### src/rtl/pd_sched.sv
// pd_sched: byte-to-bit serializer that drives an external 110110 Moore pattern
// detector and counts its qualified match pulses over one frame.
// Optional build macro PD_SCHED_SAT_EN: the match counter saturates at its
// maximum value instead of wrapping modulo 2^CNT_W.
module pd_sched #(
    parameter int FRAME_BYTES = 16,
    parameter int CNT_W       = 8
) (
    input  logic             clk_i,
    input  logic             rst_ni,
    input  logic             start_i,
    input  logic             abort_i,
    input  logic [7:0]       in_data_i,
    input  logic             in_valid_i,
    output logic             in_ready_o,
    output logic             det_rst_o,
    output logic             det_data_o,
    output logic             det_valid_o,
    input  logic             det_pd_i,
    output logic             busy_o,
    output logic             done_o,
    output logic [CNT_W-1:0] match_cnt_o
);

    localparam logic [7:0] LAST_BYTE = 8'(FRAME_BYTES - 1);

    typedef enum logic [2:0] {
        S_IDLE,
        S_CLR,
        S_WAIT,
        S_SHIFT,
        S_DRAIN,
        S_DONE
    } state_e;

    state_e           state_q, state_d;
    logic [7:0]       shift_q, shift_d;
    logic [2:0]       bit_cnt_q, bit_cnt_d;
    logic [7:0]       byte_cnt_q, byte_cnt_d;
    logic             qual_q, qual_d;
    logic [CNT_W-1:0] match_cnt_q, match_cnt_d;

    // Moore outputs decoded from the state register; the detector is also
    // held in reset while the block itself is in reset.
    assign in_ready_o  = (state_q == S_WAIT);
    assign det_valid_o = (state_q == S_SHIFT);
    assign det_data_o  = (state_q == S_SHIFT) & shift_q[7];
    assign det_rst_o   = (state_q == S_CLR) | ~rst_ni;
    assign busy_o      = (state_q != S_IDLE);
    assign done_o      = (state_q == S_DONE);
    assign match_cnt_o = match_cnt_q;

    // Next-state, shift register and byte/bit counters; abort overrides all.
    always_comb begin
        state_d    = state_q;
        shift_d    = shift_q;
        bit_cnt_d  = bit_cnt_q;
        byte_cnt_d = byte_cnt_q;
        case (state_q)
            S_IDLE: begin
                if (start_i) state_d = S_CLR;
            end
            S_CLR: begin
                byte_cnt_d = '0;
                state_d    = S_WAIT;
            end
            S_WAIT: begin
                if (in_valid_i) begin
                    shift_d   = in_data_i;
                    bit_cnt_d = 3'd7;
                    state_d   = S_SHIFT;
                end
            end
            S_SHIFT: begin
                shift_d = {shift_q[6:0], 1'b0};
                if (bit_cnt_q == 3'd0) begin
                    if (byte_cnt_q == LAST_BYTE) begin
                        state_d = S_DRAIN;
                    end else begin
                        byte_cnt_d = byte_cnt_q + 8'd1;
                        state_d    = S_WAIT;
                    end
                end else begin
                    bit_cnt_d = bit_cnt_q - 3'd1;
                end
            end
            S_DRAIN: state_d = S_DONE;
            S_DONE:  state_d = S_IDLE;
            default: state_d = S_IDLE;
        endcase
        if (abort_i && (state_q != S_IDLE)) state_d = S_IDLE;
    end

    // Match counting: a detect pulse counts only if a bit was presented in
    // the previous cycle, so a held Moore output is never counted twice.
    always_comb begin
        qual_d      = det_valid_o;
        match_cnt_d = match_cnt_q;
        if (state_q == S_CLR) begin
            match_cnt_d = '0;
        end else if (qual_q && det_pd_i) begin
`ifdef PD_SCHED_SAT_EN
            if (match_cnt_q != {CNT_W{1'b1}}) match_cnt_d = match_cnt_q + 1'b1;
`else
            match_cnt_d = match_cnt_q + 1'b1;
`endif
        end
    end

    // State and datapath registers.
    always_ff @(posedge clk_i or negedge rst_ni) begin
        if (!rst_ni) begin
            state_q     <= S_IDLE;
            shift_q     <= '0;
            bit_cnt_q   <= '0;
            byte_cnt_q  <= '0;
            qual_q      <= 1'b0;
            match_cnt_q <= '0;
        end else begin
            state_q     <= state_d;
            shift_q     <= shift_d;
            bit_cnt_q   <= bit_cnt_d;
            byte_cnt_q  <= byte_cnt_d;
            qual_q      <= qual_d;
            match_cnt_q <= match_cnt_d;
        end
    end

endmodule

### config.mk
export PLATFORM = sky130hd
export DESIGN_NAME = pd_sched
export DESIGN_NICKNAME = d
export VERILOG_FILES = /design/src/rtl/pd_sched.sv
export SDC_FILE = /design/constraint.sdc
export NUM_CORES = 1
export LEC_CHECK = 0
export CAP_MARGIN = 15
export CORE_UTILIZATION = 47
export DETAILED_ROUTE_END_ITERATION = 10
export HOLD_SLACK_MARGIN = 0.1
export PLACE_DENSITY_LB_ADDON = 0.05
export RECOVER_POWER = 50
export SYNTH_ARGS = -nofsm -noshare
export SYNTH_HDL_FRONTEND = slang
export SYNTH_SLANG_ARGS = --single-unit
### constraint.sdc
create_clock -name clk_i -period 1.63 [get_ports clk_i]
set_clock_uncertainty 0.15 [all_clocks]
set_input_delay 0.489 -clock clk_i [delete_from_list [all_inputs] [get_ports clk_i]]
set_output_delay 0.489 -clock clk_i [all_outputs]
set_load 0.01 [all_outputs]
==> run_results.csv, run 1 <==
group,metric,value,unit
status,outcome,"finished with violations",
status,violations,"setup timing",
run,maxCapViolCount,0,
yosys,yosys.area.top_type,"dfrtp_1",
floorplan,start_util,0.501,
grt,grt_start_max_net_pins,32,
pwr,power.density,1140,mW/mm^2
route,drt.antenna.violating_nets,0,
sta,setup_violations,24,
placed_design,post-dp-hpwl,2.88,mm
floorplan,num_rows,21,
sta,finalHoldViolCount,0,
yosys,synthFlopType,"dfrtp_1",
final_layout,diodes,0,
placed_design,gp_congestion,0.774,
floorplan,core_area,0.00339,mm^2
setup_path,path_cells,"buf_4 -> or3b_4 -> nand2_4 -> buf_6",
final_layout,final_cells,301,
cts,insertion_delay,360,ps
cts,root_buffer,"clkbuf_4",
min_path,min_path_type,"flop to flop",
cts,htree_num_levels,2,
yosys,synth-seq-cells,31,
route,dr.pass1.iters,4,
yosys,synth-seq-area-share,0.457,
sta,rsz0062_at_grt,"true",
grt,grt_pass1_wl,7.06,mm
cts,cts_tree,"built",
yosys,async_flop_share,1.00,
cts,clk_pin_slew,110,ps
grt,antenna_found_initial,0,
sta,relSlewSlack,0.730,
placed_design,io_buffers,27,
pwr,total_power,3120,uW
cts,clockBufferDepth,2,
route,met3_length,227,um
pwr,total_leakage_power,0.00122,uW
route,dr.first_iter.drc_count,93,
grt,grt_usage,0.254,
grt,grt_pass1_vias,1573,
yosys,synth_cells,171,
setup_path,crit_fanout,4,
route,vias_per_cell,5.70,
final_layout,regArea,776,um^2
cts,cts_buffers,5,
route,avgRoutedWirePerCell,15.9,um
sta,fin_ws,-511,ps
floorplan,die_h,62.1,um
yosys,synth_area_per_cell,9.92,um^2
sta,fin_crit,2140,ps
yosys,synth_nets,189,
final_layout,n_fill_cell,203,
placed_design,numPlacedInstances,271,
setup_path,cp-end-kind,"output pin",
route,num_vias,1716,
sta,fin_crit_sh,1.31,
setup_path,cpLargestDelayFamily,"simple AND/OR/NAND/NOR gates",
sta,whs,357,ps
setup_path,setup.worst_path.start_class,"flop",
setup_path,criticalPathCategory,"flop to output pin",
floorplan,die_x,62.1,um
setup_path,cp.arrival,1500,ps
route,wl_met2,2.54,mm
yosys,synth_area,0.00170,mm^2
yosys,ys_warn_count,0,
grt,grt_overflow,0,
setup_path,slowest_stage,"dfrtp_1",
cts,cts_sinks,31,
sta,max_freq,467,MHz
floorplan,dieArea,0.00385,mm^2
yosys,synth.distinct_cells,43,
setup_path,required,990,ps
route,met1_length,1.91,mm
route,drcViolationCount,0,
final_layout,drive_gt1_frac,0.482,
final_layout,syn2layout_area_growth,60.6,%
setup_path,critPathMaxStageDelay,430,ps
final_layout,multi_input_area,0.00102,mm^2
final_layout,nets,272,
pwr,irDropWorstVdd,0.892,mV
route,highest_layer,"met4",
sta,slew_violations,0,
setup_path,critPathBufInv,2,
floorplan,io_pins,28,
sta,worst_pin_slew,405,ps
placed_design,dp_worst_setup_slack,-584,ps
yosys,yosys.area.top_type_share,0.457,
yosys,synth_area_leaders,"dfrtp_1 (46%), nand2_1 (4.9%), mux2i_1 (3.5%)",
route,drt_wl_total,4.79,mm
yosys,synth_edf_count,0,
sequential cells by signal, summed over array words and instances, names as in the netlist:
signal / cells
qual_q: 1
state_q: 3
bit_cnt_q: 3
byte_cnt_q: 8
shift_q: 8
match_cnt_o: 8
placed cells by master, fill, tap and decap left out, types with 2 or more instances in the layout:
cell and n:
a21oi_1 8, a21oi_2 2, and4bb_4 2, buf_2 4, buf_4 47, buf_6 14, clkbuf_2 6, clkbuf_4 5
clkdlybuf4s50_1 12, dfrtp_1 31, ha_4 2, inv_1 3, inv_2 2, mux2i_1 6, nand2_1 20, nand2_4 2
nand2b_1 7, nand3_1 5, nand4_1 5, nor2_1 5, nor3_1 2, nor3_2 3, o21ai_0 2, o21ai_1 6
o221a_2 3, o311ai_2 2, o31ai_1 2, or3_1 4, or4_1 2, or4_4 2, xor2_1 2
worst paths after layout:
kind	from	end	slack, ps	cells past startpoint
min reg2reg	shift_q[5]	shift_q[6]	360	2
min in group asynchronous	rst_ni	match_cnt_o[6]	490	2
max in group asynchronous	rst_ni	byte_cnt_q[3]	550	2
max reg2reg	state_q[2]	shift_q[1]	-170	7
max	state_q[2]	det_rst_o	-510	4
min	shift_q[5]	shift_q[6]	360	2
through the flow:
step,TNS (ps),utilization,instance area (um^2)
2_1_floorplan,-459,-,1770
3_3_place_gp,-8040,0.670,2270
3_5_place_dp,-8780,0.670,2270
4_1_cts,-3150,0.770,2610
5_1_grt,-6220,0.804,2730
6_report,-4680,0.804,2730
cell usage after synthesis (all sizes together), types with 2 or more instances:
| library cell | instances |
|---|---|
| nand2b | 8 |
| mux2i | 6 |
| ha | 4 |
| and4bb | 2 |
| nor2 | 5 |
| inv | 7 |
| o31ai | 3 |
| nand2 | 22 |
| a211oi | 2 |
| o221a | 4 |
| a21oi | 10 |
| o21ai | 9 |
| nor3 | 5 |
| o311ai | 3 |
| nand4 | 5 |
| clkbuf | 5 |
| or4 | 4 |
| buf | 6 |
| nand3 | 6 |
| or3 | 5 |
| nand3b | 2 |
| dfrtp | 31 |
| xor2 | 2 |
cells by family (layout without fill, tap and decap cells):
| group | count (synthesis) | count (layout) | share of synthesized area |
|---|---|---|---|
| and+or+nand+nor | 70 | 70 | 0.241 |
| AOI/OAI and AO/OA | 38 | 38 | 0.156 |
| DFF | 31 | 31 | 0.457 |
| buffers and inverters | 18 | 102 | 0.0575 |
| muxes | 7 | 7 | 0.0420 |
| adders and majority gates | 5 | 5 | 0.0354 |
| xor gates and xnor gates | 2 | 2 | 0.0103 |
power by group:
| part | leakage, uW | internal, uW | switching (uW) | total, uW |
|---|---|---|---|---|
| registers | 0.000399 | 928 | 111 | 1040 |
| clock network | 0.0000482 | 362 | 302 | 664 |
| logic | 0.000772 | 757 | 657 | 1410 |
| total | 0.00122 | 2050 | 1070 | 3120 |
per-layer routing:
| layer | track usage | up-vias |
|---|---|---|
| li1 | - | 790 |
| met1 | 0.292 | 858 |
| met2 | 0.454 | 59 |
| met3 | 0.0600 | 9 |
| met4 | 0.0952 | 0 |
| met5 | 0 | - |
tightest hold or removal path: stages, from the launching register on:
cell and delay, ps:
dfrtp_1 360, nand2_1 50, o21ai_1 60
area by class of cell:
class                   instances  area share
multi-input cells             122       0.373
flip-flops and latches         31       0.285
repair buffers                 87       0.277
well taps                      46      0.0211
clock buffers                   6      0.0188
clock inverters                 2      0.0129
inverters                       7      0.0124
timing repair:
action,in CTS,in global routing
gates cloned,1,0
buffers inserted,17,8
pin swaps,14,12
endpoints found under the setup margin,37,38
gates resized for setup,79,37
hold buffers,0,0
(Power assumes the default switching activity.)
==> inputs of run 2 (changes only) <==
--- a/config.mk
+++ b/config.mk
@@ -5,7 +5,6 @@
 export SDC_FILE = /design/constraint.sdc
 export NUM_CORES = 1
 export LEC_CHECK = 0
-export CAP_MARGIN = 15
 export CORE_UTILIZATION = 47
 export DETAILED_ROUTE_END_ITERATION = 10
 export HOLD_SLACK_MARGIN = 0.1
==> results of run 2 <==
No change in the layout: final DEF, timing and power equal those of run 1.
==> variant 1: new RTL, settings of run 1 <==
One comparison of `byte_cnt_q` changes from == to >=.
--- a/src/rtl/pd_sched.sv
+++ b/src/rtl/pd_sched.sv
@@ -76,3 +76,3 @@
                 if (bit_cnt_q == 3'd0) begin
-                    if (byte_cnt_q == LAST_BYTE) begin
+                    if (byte_cnt_q >= LAST_BYTE) begin
                         state_d = S_DRAIN;
Formal check against the unedited RTL: same outputs for any inputs over 10 cycles, from zero or initial values and one cycle with rst_ni low; that may be too few to reach the edited logic, so the function may still have changed.
==> variant 1 against run 1 <==
- the run still ends with negative setup slack left
- power increased by 7.8%
- global-route usage decreased by 3.0 points
- design area decreased by 7.7%
- sequential cell count unchanged
- synthesized area decreased by 2.7%
- routed wire length decreased by 16%
- non-clock buffer count decreased by 8
- setup slack improved by 0.13 ns
- critical path type unchanged
- highest routed layer unchanged
==> variant 1: results (changes against run 1) <==
Yosys
  – Compound-Gate Fraction of Synth Area: 13.5% (was 15.6%)
  – Netlist cell types: 51 (was 43)
  – Post-Synth XOR/XNOR Area: 1.06% (was 1.03%)
  – List of most frequent post-synthesis cells: 31 x dfrtp_1, 12 x mux2_2, 9 x a21oi_1, 9 x inv_1, 9 x nor2_1 (was 31 x dfrtp_1, 22 x nand2_1, 10 x a21oi_1)
  – Post-synthesis mux area share: 10.7% (was 4.20%)
  – Syn nets: 168 (was 189)
  – Synth Area in Adders: 3.64% (was 3.54%)
  – Sequential fraction of the synthesis area: 47.0% (was 45.7%)
  – Largest family of logic cells by synthesized area: simple AND/OR/NAND/NOR gates (unchanged)
  – Synth top area cells: dfrtp_1 47%, mux2_2 8.2%, ha_1 3.0% (was dfrtp_1 46%, nand2_1 4.9%, mux2i_1 3.5%)

Critical path
  – FF-to-FF Start: state_q[1] (was state_q[2])
  – Critical Path AT: 1.37 ns (was 1.50 ns)
  – CP max FO: 3 (was 4)
  – Slowest stage cell, crit path: dfrtp_2 (was dfrtp_1)
  – Crit-path leading delay family: flip-flops (was simple AND/OR/NAND/NOR gates)
  – Crit path largest cell delay: 0.44 ns
  – Worst r2r path cells: 7 (unchanged)
  – Reg-to-reg setup timing slack: -0.15 ns (was -0.17 ns)
  – R2r endpoint: shift_q[1] (unchanged)

Clocking
  – Htree depth: 2 (unchanged)
  – TritonCTS Buffers: 5 (unchanged)
  – Postcts setup bufs: 19 (was 17)
  – Clock-pin slew on the worst setup and hold paths: 0.10 ns
  – Root Buffer: clkbuf_4 (unchanged)
  – Post-CTS sizing: 64 (was 79)
  – Clock latency on the worst-skew pair: 0.34 ns (was 0.36 ns)

Detailed routing
  – Wire length per cell: 14.4 um (was 15.9 um)
  – Drt initial violations: 56 (was 93)
  – DR vias: 1471 (was 1716)

Status
  – Status: finished, violations left (unchanged)
  – Failing checks: negative setup slack (unchanged)

Hold path
  – Hold Crit Class: reg -> reg (unchanged)
  – Hold Path Cell Cnt: 1 (was 2)
  – Beginning of the worst hold path: shift_q[2] (was shift_q[5])
  – Min-Delay Endpoint: shift_q[2] (was shift_q[6])

Timing
  – Final setup fails: 14 (was 24)
  – Relative slew slack: 48.5% (was 73.0%)
  – Hold Slack: 0.363 ns (was 0.357 ns)
  – Final setup TNS: -2.73 ns (was -4.68 ns)
  – Setup WS post-layout: -0.379 ns (was -0.511 ns)

Global route
  – Total Routing Usage GR: 22.4% (was 25.4%)
  – Met1 Resource Use GR: 27.9% (was 29.2%)
  – M3 GR Usage: 5.04% (was 6.00%)
  – Met2 GRT Util: 37.6% (was 45.4%)
  – Global-route wire length before repair: 5980 um (was 7060 um)
  – Vias in the first global route: 1365 (was 1573)

Layout
  – Antenna diodes: 0 (unchanged)
  – Layout Nets: 250 (was 272)
  – Share of layout cells above drive strength 1: 50.6% (was 48.2%)

Power and ir drop
  – Worst vdd ir: 0.00101 V (was 0.000892 V)
  – P_leak: 1.21 nW (was 1.22 nW)

Place
  – Post-DP HPWL: 2550 um (was 2880 um)
  – GP Congestion: 0.758 (was 0.774)
  – Port Buffer Count: 27 (unchanged)
variant 1: cells by family after synthesis:
kind of cell | after synthesis
AO/OA/AOI/OAI | 32
flip-flops | 31
adder cells (fa/ha/maj) | 5
AND/OR/NAND/NOR | 50
buffers and inverters | 14
multiplexers | 16
XOR/XNOR | 2
variant 1: how the worst max path moves through the flow:
| stage | startpoint | endpoint | slack [ns] | cells past startpoint |
|---|---|---|---|---|
| CTS | state_q[1] | busy_o | -0.40 | 3 |
| finish | state_q[1] | busy_o | -0.38 | 3 |
| floorplan | state_q[1] | busy_o | 0.003 | 2 |
| global route | state_q[1] | busy_o | -0.43 | 3 |
| global placement | rst_ni | det_rst_o | -0.52 | 3 |
| detailed placement | rst_ni | det_rst_o | -0.52 | 3 |
variant 1: final cells by class:
class | count | area (um^2)
tap | 46 | 57.6
multi-input combinational | 105 | 943
inverter | 10 | 37.5
timing repair buffer | 79 | 631
sequential | 31 | 778
clock buffer | 8 | 68.8
fill | 263 | 847
variant 1: stage by stage:
stage	total power [W]	worst slack [ns]	instance area, um^2	instances
floorplan	0.00181	0.00303	1670	150
global placement	0.00237	-0.525	2220	252
detailed placement	0.00242	-0.520	2220	252
CTS	0.00323	-0.395	2480	278
global route	0.00356	-0.426	2520	279
finish	0.00336	-0.379	2520	279
variant 1: worst reg2reg max path, cell delays in order (launching register included):
cell	delay, ns
dfrtp_2	0.44
buf_4	0.15
buf_4	0.13
nand3b_4	0.09
inv_2	0.05
buf_6	0.13
mux2_1	0.30
mux2_2	0.26
variant 1: report_power, final:
group	internal, W	switching, W
Sequential	0.000952	0.000116
Combinational	0.00103	0.000739
Clock	0.000254	0.000272
variant 1: layer usage:
metal	vias up	part of all wire, %
met2	27	53
met4	0	1.3
met3	5	3.2
met1	719	43
met5	-	0
li1	720	-
==> variant 2: new RTL, settings of run 1 <==
Made on the original files. The option `PD_SCHED_SAT_EN` is turned on by a define.
--- a/src/rtl/pd_sched.sv
+++ b/src/rtl/pd_sched.sv
@@ -4,2 +4,4 @@
 // maximum value instead of wrapping modulo 2^CNT_W.
+`define PD_SCHED_SAT_EN
+
 module pd_sched #(
Function: no difference found for any inputs over 10 cycles, from zero or initial values and one cycle with rst_ni low; that may be too few to reach the edited logic, so the function may still have changed.
==> variant 2 against run 1 <==
- the run still ends with negative setup slack left
- first-iteration DRC count rose by 65%
- cell count increased by 8.0%
- routed wire length grew 27%
- design area up 3.9%
- sequential cell count unchanged
- setup slack better by 0.058 ns
- power grew 22%
- sequential share of layout area down 0.98 points
- non-clock buffer count rose by 8
- synthesized area is 3.4% lower
- highest routed layer unchanged
==> variant 2: results (changes against run 1) <==
Critical path
  – Crit-path leading delay family: flip-flops (was simple AND/OR/NAND/NOR gates)
  – Slowest stage cell, crit path: dfrtp_2 (was dfrtp_1)
  – CP max FO: 3 (was 4)
  – Critical Path AT: 1.44 ns (was 1.50 ns)
  – Reg-to-reg setup timing slack: -0.24 ns (was -0.17 ns)
  – Worst r2r path cells: 4 (was 7)
  – Crit path largest cell delay: 0.46 ns (was 0.43 ns)
  – FF-to-FF Start: byte_cnt_q[4] (was state_q[2])
  – R2r endpoint: state_q[1] (was shift_q[1])

Power and ir drop
  – P_leak: 1.30 nW (was 1.22 nW)
  – Worst vdd ir: 0.000943 V (was 0.000892 V)
  – Clock power share: 12.5% (was 21.3%)
  – Net Switching: 0.00155 W (was 0.00107 W)

Detailed routing
  – M1 WL: 2290 um (was 1910 um)
  – Drt initial violations: 153 (was 93)
  – Met3 routed WL: 386 um (was 227 um)
  – WL final: 6060 um (was 4790 um)
  – Met2 WL: 3180 um (was 2540 um)

Place
  – Post-DP HPWL: 3120 um (was 2880 um)
  – Placed Area: 2330 um^2 (was 2270 um^2)
  – Post-Place Worst Slack: -0.544 ns (was -0.584 ns)
  – GP Congestion: 0.896 (was 0.774)

Clocking
  – Root Buffer: clkbuf_4 (unchanged)

Timing
  – Setup WS post-layout: -0.453 ns (was -0.511 ns)
  – Hold Slack: 0.396 ns (was 0.357 ns)
  – Final setup fails: 35 (was 24)

Yosys
  – Compound-Gate Fraction of Synth Area: 18.6% (was 15.6%)
  – Netlist cell types: 40 (was 43)
  – Synth top area cells: dfrtp_1 47%, nor2_1 4.8%, nand2_1 4.1% (was dfrtp_1 46%, nand2_1 4.9%, mux2i_1 3.5%)
  – List of most frequent post-synthesis cells: 31 x dfrtp_1, 21 x nor2_1, 18 x nand2_1 (was 31 x dfrtp_1, 22 x nand2_1, 10 x a21oi_1)
  – Sequential fraction of the synthesis area: 47.3% (was 45.7%)
  – Post-Synth XOR/XNOR Area: 2.67% (was 1.03%)
  – Post-synthesis mux area share: 0.611% (was 4.20%)
  – Syn nets: 200 (was 189)

Hold path
  – Min-Delay Endpoint: shift_q[1] (was shift_q[6])
  – Beginning of the worst hold path: shift_q[1] (was shift_q[5])

Status
  – Failing checks: negative setup slack (unchanged)
  – Status: finished, violations left (unchanged)

Global route
  – Vias in the first global route: 1680 (was 1573)
  – Met2 GRT Util: 43.9% (was 45.4%)
  – Met1 Resource Use GR: 36.7% (was 29.2%)
  – Global-route wire length before repair: 7490 um (was 7060 um)

Layout
  – Layout Nets: 296 (was 272)
  – Share of layout cells above drive strength 1: 50.2% (was 48.2%)
[variant 2: cell count changes in the layout (fill, tap and decap cells not counted), moves of 4 or more]
cell and change:
mux2i_1 -5, buf_6 +10, nor2_1 +14, nand2b_1 -6, or3_1 -4, o22ai_2 +4
a31oi_1 +6
[variant 2: kinds of logic (layout without fill, tap and decap cells)]
kind of cell / after synthesis / count (layout)
adders and majority gates: 4 / 4
buffers and inverters: 16 / 112
muxes: 1 / 1
AOI/OAI and AO/OA: 47 / 47
and+or+nand+nor: 78 / 79
DFF: 31 / 31
xor gates and xnor gates: 5 / 5
[variant 2: how the worst max path moves through the flow]
| stage | slack (ns) | from | to |
|---|---|---|---|
| CTS | -0.42 | state_q[1] | busy_o |
| finish | -0.45 | state_q[0] | busy_o |
| global route | -0.48 | state_q[0] | busy_o |
| global placement | -0.55 | rst_ni | det_rst_o |
| detailed placement | -0.54 | rst_ni | det_rst_o |
| floorplan | -0.19 | byte_cnt_q[5] | state_q[1] |
[variant 2: what timing repair did]
action / in CTS / in global routing
pin swaps: 26 / 29
gates cloned: 0 / 1
buffers inserted: 18 / 9
resized for setup: 85 / 50
setup endpoints to repair: 36 / 39
[variant 2: per-stage QoR]
step / total power, W / setup TNS [ns] / instances / utilization (%)
after floorplan: 0.00186 / -0.572 / 182 / -
after global placement: 0.00241 / -6.59 / 292 / 69.7
after detailed placement: 0.00247 / -7.36 / 292 / 69.7
after CTS: 0.00325 / -3.22 / 318 / 78.9
after global routing: 0.00398 / -7.35 / 325 / 84.9
final: 0.00380 / -5.99 / 325 / 84.9
[variant 2: area by class of cell]
cell class                 instances  area (um^2)
fill                             177          505
clock inverter                     3         20.0
timing repair buffer              95          811
tap                               46         57.6
multi-input combinational        136         1090
inverter                           9         38.8
clock buffer                       5         37.5
sequential                        31          778
